**src/rtl/stack_alu_sequencer_if.sv**
```systemverilog
// Bus bundle between the stack ALU sequencer, its token producer,
// the attached stack ALU and the result consumer.
interface stack_alu_sequencer_if #(
    parameter int N = 8
);
    // token channel
    logic         tok_valid;
    logic         tok_ready;
    logic [1:0]   tok_kind;
    logic [N-1:0] tok_data;

    // stack ALU command / response
    logic [2:0]   alu_opcode;
    logic [N-1:0] alu_in;
    logic [N-1:0] alu_out;
    logic         alu_overflow;

    // result channel
    logic         res_valid;
    logic         res_ready;
    logic [N-1:0] res_data;
    logic         res_overflow;
    logic         err;

    // sequencer side
    modport master (
        input  tok_valid, tok_kind, tok_data,
        input  alu_out, alu_overflow,
        input  res_ready,
        output tok_ready,
        output alu_opcode, alu_in,
        output res_valid, res_data, res_overflow, err
    );

    // environment side: token source, ALU and result sink
    modport slave (
        output tok_valid, tok_kind, tok_data,
        output alu_out, alu_overflow,
        output res_ready,
        input  tok_ready,
        input  alu_opcode, alu_in,
        input  res_valid, res_data, res_overflow, err
    );
endinterface

```
**src/rtl/stack_alu_sequencer.sv**
```systemverilog
// Stack ALU sequencer: turns a postfix token stream into stack ALU
// commands, tracks stack depth, rejects malformed expressions by draining
// the ALU stack, and hands the final result to a consumer.
module stack_alu_sequencer #(
    parameter int N     = 8,
    parameter int DEPTH = 8
) (
    input logic                   clk,
    input logic                   rst_n,
    stack_alu_sequencer_if.master bus
);
    // depth counter needs to hold 0..DEPTH and compare against 2
    localparam int DW = (DEPTH < 3) ? 2 : $clog2(DEPTH + 1);
    localparam logic [DW-1:0] DEPTH_MAX = DW'(DEPTH);

    localparam logic [2:0] OP_NOP  = 3'b000;
    localparam logic [2:0] OP_ADD  = 3'b100;
    localparam logic [2:0] OP_MUL  = 3'b101;
    localparam logic [2:0] OP_PUSH = 3'b110;
    localparam logic [2:0] OP_POP  = 3'b111;

    localparam logic [1:0] K_OPND = 2'b00;
    localparam logic [1:0] K_ADD  = 2'b01;
    localparam logic [1:0] K_MUL  = 2'b10;

    typedef enum logic [2:0] {
        ACCEPT,
        POP,
        CAPT,
        DONE,
        DRAIN
    } state_t;

    state_t        state;
    logic [DW-1:0] depth;
    logic [2:0]    opcode;
    logic [N-1:0]  alu_in_q;
    logic          ready;
    logic          res_valid_q;
    logic [N-1:0]  res_data_q;
    logic          res_ovf_q;
    logic          err_q;
    logic          sticky_ovf;

    logic          take;
    logic          bad;
    logic          arith;

    assign take  = bus.tok_valid & ready;
    assign arith = (opcode == OP_ADD) || (opcode == OP_MUL);

    // Classify the offered token against the current stack depth.
    always_comb begin
        bad = 1'b0;
        case (bus.tok_kind)
            K_OPND:       bad = (depth == DEPTH_MAX);
            K_ADD, K_MUL: bad = (depth < DW'(2));
            default:      bad = (depth != DW'(1));
        endcase
    end

    // Sequencer FSM; every output is a register updated here.
    always_ff @(posedge clk or negedge rst_n) begin
        if (!rst_n) begin
            state       <= ACCEPT;
            depth       <= '0;
            opcode      <= OP_NOP;
            alu_in_q    <= '0;
            ready       <= 1'b0;
            res_valid_q <= 1'b0;
            res_data_q  <= '0;
            res_ovf_q   <= 1'b0;
            err_q       <= 1'b0;
            sticky_ovf  <= 1'b0;
        end else begin
            err_q  <= 1'b0;
            opcode <= OP_NOP;
            // flag reflects the add/multiply issued during the cycle just ending
            if (arith && bus.alu_overflow)
                sticky_ovf <= 1'b1;

            case (state)
                ACCEPT: begin
                    ready <= 1'b1;
                    if (take) begin
                        if (bad) begin
                            // malformed: issue nothing for this token, then
                            // pop whatever is on the ALU stack
                            err_q  <= 1'b1;
                            ready  <= 1'b0;
                            state  <= DRAIN;
                            opcode <= (depth != '0) ? OP_POP : OP_NOP;
                        end else begin
                            case (bus.tok_kind)
                                K_OPND: begin
                                    opcode   <= OP_PUSH;
                                    alu_in_q <= bus.tok_data;
                                    depth    <= depth + DW'(1);
                                end
                                K_ADD: begin
                                    opcode <= OP_ADD;
                                    depth  <= depth - DW'(1);
                                end
                                K_MUL: begin
                                    opcode <= OP_MUL;
                                    depth  <= depth - DW'(1);
                                end
                                default: begin
                                    // end: pop the single remaining entry
                                    opcode <= OP_POP;
                                    depth  <= '0;
                                    ready  <= 1'b0;
                                    state  <= POP;
                                end
                            endcase
                        end
                    end
                end

                POP: begin
                    state <= CAPT;
                end

                CAPT: begin
                    // alu_out now holds the popped result
                    res_data_q  <= bus.alu_out;
                    res_valid_q <= 1'b1;
                    res_ovf_q   <= sticky_ovf;
                    state       <= DONE;
                end

                DONE: begin
                    if (bus.res_ready) begin
                        res_valid_q <= 1'b0;
                        depth       <= '0;
                        sticky_ovf  <= 1'b0;
                        ready       <= 1'b1;
                        state       <= ACCEPT;
                    end
                end

                DRAIN: begin
                    // depth counts pops still to be shown on alu_opcode,
                    // including the one visible this cycle
                    if (depth <= DW'(1)) begin
                        depth      <= '0;
                        sticky_ovf <= 1'b0;
                        ready      <= 1'b1;
                        state      <= ACCEPT;
                    end else begin
                        depth  <= depth - DW'(1);
                        opcode <= OP_POP;
                    end
                end

                default: begin
                    state <= ACCEPT;
                end
            endcase
        end
    end

    assign bus.tok_ready    = ready;
    assign bus.alu_opcode   = opcode;
    assign bus.alu_in       = alu_in_q;
    assign bus.res_valid    = res_valid_q;
    assign bus.res_data     = res_data_q;
    assign bus.res_overflow = res_ovf_q;
    assign bus.err          = err_q;

endmodule

```
**src/flat_wrapper.sv**
```systemverilog
// flat-port wrapper written by rule: the top's interface ports become plain ports
module stack_alu_sequencer_flat 
#(
    parameter int N     = 8,
    parameter int DEPTH = 8
)
  (clk, rst_n, bus_tok_valid, bus_tok_kind, bus_tok_data, bus_alu_out, bus_alu_overflow, bus_res_ready, bus_tok_ready, bus_alu_opcode, bus_alu_in, bus_res_valid, bus_res_data, bus_res_overflow, bus_err);
  stack_alu_sequencer_if #(.N(N)) bus_i ();
  input logic clk;
  input logic rst_n;
  input wire logic [$bits(bus_i.tok_valid)-1:0] bus_tok_valid;
  input wire logic [$bits(bus_i.tok_kind)-1:0] bus_tok_kind;
  input wire logic [$bits(bus_i.tok_data)-1:0] bus_tok_data;
  input wire logic [$bits(bus_i.alu_out)-1:0] bus_alu_out;
  input wire logic [$bits(bus_i.alu_overflow)-1:0] bus_alu_overflow;
  input wire logic [$bits(bus_i.res_ready)-1:0] bus_res_ready;
  output wire logic [$bits(bus_i.tok_ready)-1:0] bus_tok_ready;
  output wire logic [$bits(bus_i.alu_opcode)-1:0] bus_alu_opcode;
  output wire logic [$bits(bus_i.alu_in)-1:0] bus_alu_in;
  output wire logic [$bits(bus_i.res_valid)-1:0] bus_res_valid;
  output wire logic [$bits(bus_i.res_data)-1:0] bus_res_data;
  output wire logic [$bits(bus_i.res_overflow)-1:0] bus_res_overflow;
  output wire logic [$bits(bus_i.err)-1:0] bus_err;
  assign bus_i.tok_valid = bus_tok_valid;
  assign bus_i.tok_kind = bus_tok_kind;
  assign bus_i.tok_data = bus_tok_data;
  assign bus_i.alu_out = bus_alu_out;
  assign bus_i.alu_overflow = bus_alu_overflow;
  assign bus_i.res_ready = bus_res_ready;
  assign bus_tok_ready = bus_i.tok_ready;
  assign bus_alu_opcode = bus_i.alu_opcode;
  assign bus_alu_in = bus_i.alu_in;
  assign bus_res_valid = bus_i.res_valid;
  assign bus_res_data = bus_i.res_data;
  assign bus_res_overflow = bus_i.res_overflow;
  assign bus_err = bus_i.err;
  stack_alu_sequencer #(.N(N), .DEPTH(DEPTH)) u_core (.clk(clk), .rst_n(rst_n), .bus(bus_i));
endmodule
```
**config.mk**
```make
export PLATFORM = sky130hd
export DESIGN_NAME = stack_alu_sequencer_flat
export DESIGN_NICKNAME = d
export VERILOG_FILES = /design/src/rtl/stack_alu_sequencer_if.sv /design/src/rtl/stack_alu_sequencer.sv /design/src/flat_wrapper.sv
export SDC_FILE = /design/constraint.sdc
export NUM_CORES = 1
export LEC_CHECK = 0
export CAP_MARGIN = 20
export CORE_ASPECT_RATIO = 1.2
export CORE_MARGIN = 2
export CORE_UTILIZATION = 39
export DETAILED_ROUTE_END_ITERATION = 12
export PLACE_DENSITY = 0.68
export SKIP_CTS_REPAIR_TIMING = 1
export SYNTH_ARGS = -nofsm -noshare
export SYNTH_HDL_FRONTEND = slang
export SYNTH_SLANG_ARGS = --single-unit
```
**constraint.sdc**
```tcl
create_clock -name clk -period 5.6 [get_ports clk]
set_input_delay 1.12 -clock clk [delete_from_list [all_inputs] [get_ports clk]]
set_output_delay 1.12 -clock clk [all_outputs]
set_load 0.05 [all_outputs]
```
==> results.md <==
* Slack of the critical path at 2.37 ns
* Worst min-delay path category: reg -> reg
* Non-filler instance count after layout at 243
* Antenna Cells at 0
* Vias in the first global route at 1384
* DRC violations left at 0
* Pre-antenna DRT Iters at 4
* PwrDens at 583 mW/mm^2
* Netlist cell types at 42
* Crit path largest cell delay at 0.53 ns
* CP Capture Type: register
* Final Setup Violations at 0
* Avg Cell Area, Syn at 11.5 um^2
* Max stage delay cell, worst path: clkdlybuf4s50_1
* Post-Place Cells at 236
* Placed cell areas at 0.00211 mm^2
* CTS tree: done
* Tot Pwr at 0.00128 W
* Type of the worst setup path: in -> reg
* Clock Pin Slew Worst Setup and Hold Paths at 0.06 ns
* Die area at 0.00463 mm^2
* Post-layout min period at 3.23 ns
* Setup Skew at 0.00671 ns
* Max Cap Violations at 0
* Seq/Total Area, Yosys at 48.5%
* Syn Std Cell Area at 0.00160 mm^2
* First-pass GRT wire length at 6360 um
* RSZ-0062 raised after global routing: no
* Detail Route Antenna Nets at 0
* DR iter-0 viols at 36
* Yosys reg bits at 31
* Max Slew Vio Count at 0
* CTS Buffer Depth at 2
* Post-synth EDFFs at 0
* Detail Placement HPWL at 2730 um
* Outcome: complete, no violations
* CORE AREA at 0.00394 mm^2
* Worst-skew pair later-pin latency at 0.28 ns
* Initial antenna violation count at 0
* P&R area growth vs syn at 37.5%
* Chip width at 62.5 um
* Setup TNS at 0 ns
* CTS Buf Count at 5
* Fin crit share at 57.7%
* Nets at 220
* Post-route design area at 0.00220 mm^2
* Top Ports at 46
* Initial core utilization at 40.6%
* Port Buffers at 45
* WP data arrival at 3.39 ns
* Share of cells above drive strength 1 at 18.5%
* Final wirelength at 3540 um
* Fmax at 310 MHz
* Asr flop ratio synth at 100%
* Worst setup SP type: input pin
* H-tree levels at 2
* P_leak at 0.955 nW
* Top FF cell, synth: dfrtp_1
* Synthesized Nets at 170
* Worst-path fanout max at 8
* Rel. slew slack at 46.0%
* Clock Root Buffer: clkbuf_8
* Pre-CTS setup slack at 2.09 ns
* Clk sink count at 31
* Via-to-Cell Ratio at 5.20
* Fin. Hold Viols at 0
* Worst-Margin Slew at 0.807 ns
* Row cnt at 25
* GRT Resource Usage Total at 17.3%
* Via count at 1263
* Last weighted congestion value of the routability-driven placer at 0.822
* VDD IR-drop max at 0.000257 V
* Synth Warn # at 0
* Largest net degree at the start of global routing at 32
* Critical Path RT at 5.76 ns
* Chip height at 74.2 um
* Crit-path cells: clkdlybuf4s50_1, inv_1, ha_1, or4b_4, a32oi_4, nor2_2, mux2_2
* Gr ovfl total at 0
* Drt wl/cell at 14.6 um
* Synthesized instance count at 139
-- synthesized netlist by cell type (2+ instances only) --
library cell	instances	area, um^2
and2_1	2	12.5
nand2_1	8	30.0
a211oi_1	2	15.0
nor2b_1	3	18.8
o21ai_0	9	45.0
clkbuf_1	2	7.51
mux2_2	17	191
inv_1	8	30.0
nor2_1	9	33.8
dfrtp_1	31	776
and3_1	2	12.5
nand4_1	4	25.0
nand3_1	5	25.0
nand2b_1	2	12.5
ha_1	8	100
-- cell type report --
| type | count | area (um^2) |
|---|---|---|
| inverters | 8 | 30.0 |
| clock buffers | 6 | 82.6 |
| fillers | 347 | 1740 |
| multi-input cells | 97 | 782 |
| clock inverters | 1 | 5.00 |
| repair buffers | 46 | 458 |
| flip-flops and latches | 31 | 776 |
| well taps | 54 | 67.6 |
-- registers in the layout (all words and copies together), names as in the netlist --
signal and count:
u_core.bus.alu_in 8, u_core.bus.res_valid 1, u_core.sticky_ovf 1, u_core.bus.tok_ready 1, u_core.depth 4, u_core.bus.err 1, u_core.bus.res_overflow 1, u_core.bus.alu_opcode 3
u_core.state 3, u_core.bus.res_data 8
-- power by group --
| part | switching, W | total [W] | internal [W] |
|---|---|---|---|
| sequential | 0.0000732 | 0.000388 | 0.000315 |
| combinational | 0.000437 | 0.000721 | 0.000284 |
| clock | 0.0000771 | 0.000173 | 0.0000962 |
-- cells in the final DEF (no fill, tap or decap), drive strengths merged, types with 5 or more instances in the layout --
cell type and n:
clkdlybuf4s50 45, dfrtp 31, mux2 17, nor2 10, o21ai 9, inv 8
nand2 8, ha 8, clkbuf 6, nand3 5
-- per-stage QoR --
stage / hold slack, ns / utilization, %
finish: 0.474 / 55.8
global route: 0.523 / 55.8
CTS: 0.481 / 55.8
detailed placement: 0.467 / 53.6
global placement: 0.466 / 53.6
floorplan: 0.474 / -
-- worst max-delay path: cells and delay by family --
family                   cells  cell delay (ns)
AND/OR/NAND/NOR              2             0.67
multiplexers                 1             0.30
AO/OA/AOI/OAI                1             0.38
buffers and inverters        2             0.59
adder cells (fa/ha/maj)      1             0.32
-- layer usage --
layer	vias to the layer above	track usage (%)	share of wire, %
met5	-	0	0
met4	0	5.68	1.5
met3	4	4.99	5.6
met2	51	31.5	50
met1	610	19.9	43
li1	598	-	-
-- cell families after synthesis --
group / after synthesis / share of synthesized area [%]
buffers and inverters: 11 / 2.66
and+or+nand+nor: 45 / 16.3
muxes: 18 / 12.6
DFF: 31 / 48.5
adders and majority gates: 8 / 6.26
AOI/OAI and AO/OA: 26 / 13.8
-- final timing paths --
path,start,slack (ns),to,cells after the start
max in group asynchronous,rst_n,4.06,u_core.bus.res_data[3],2
min reg2reg,u_core.bus.res_valid,0.47,u_core.bus.res_valid,1
max,bus_tok_kind[1],2.37,u_core.bus.alu_in[1],7
min in group asynchronous,rst_n,1.24,u_core.bus.err,2
min,u_core.bus.res_valid,0.47,u_core.bus.res_valid,1
max reg2reg,u_core.depth[1],3.57,u_core.bus.alu_in[1],6
No activity file was read; power rests on OpenSTA's default activity.
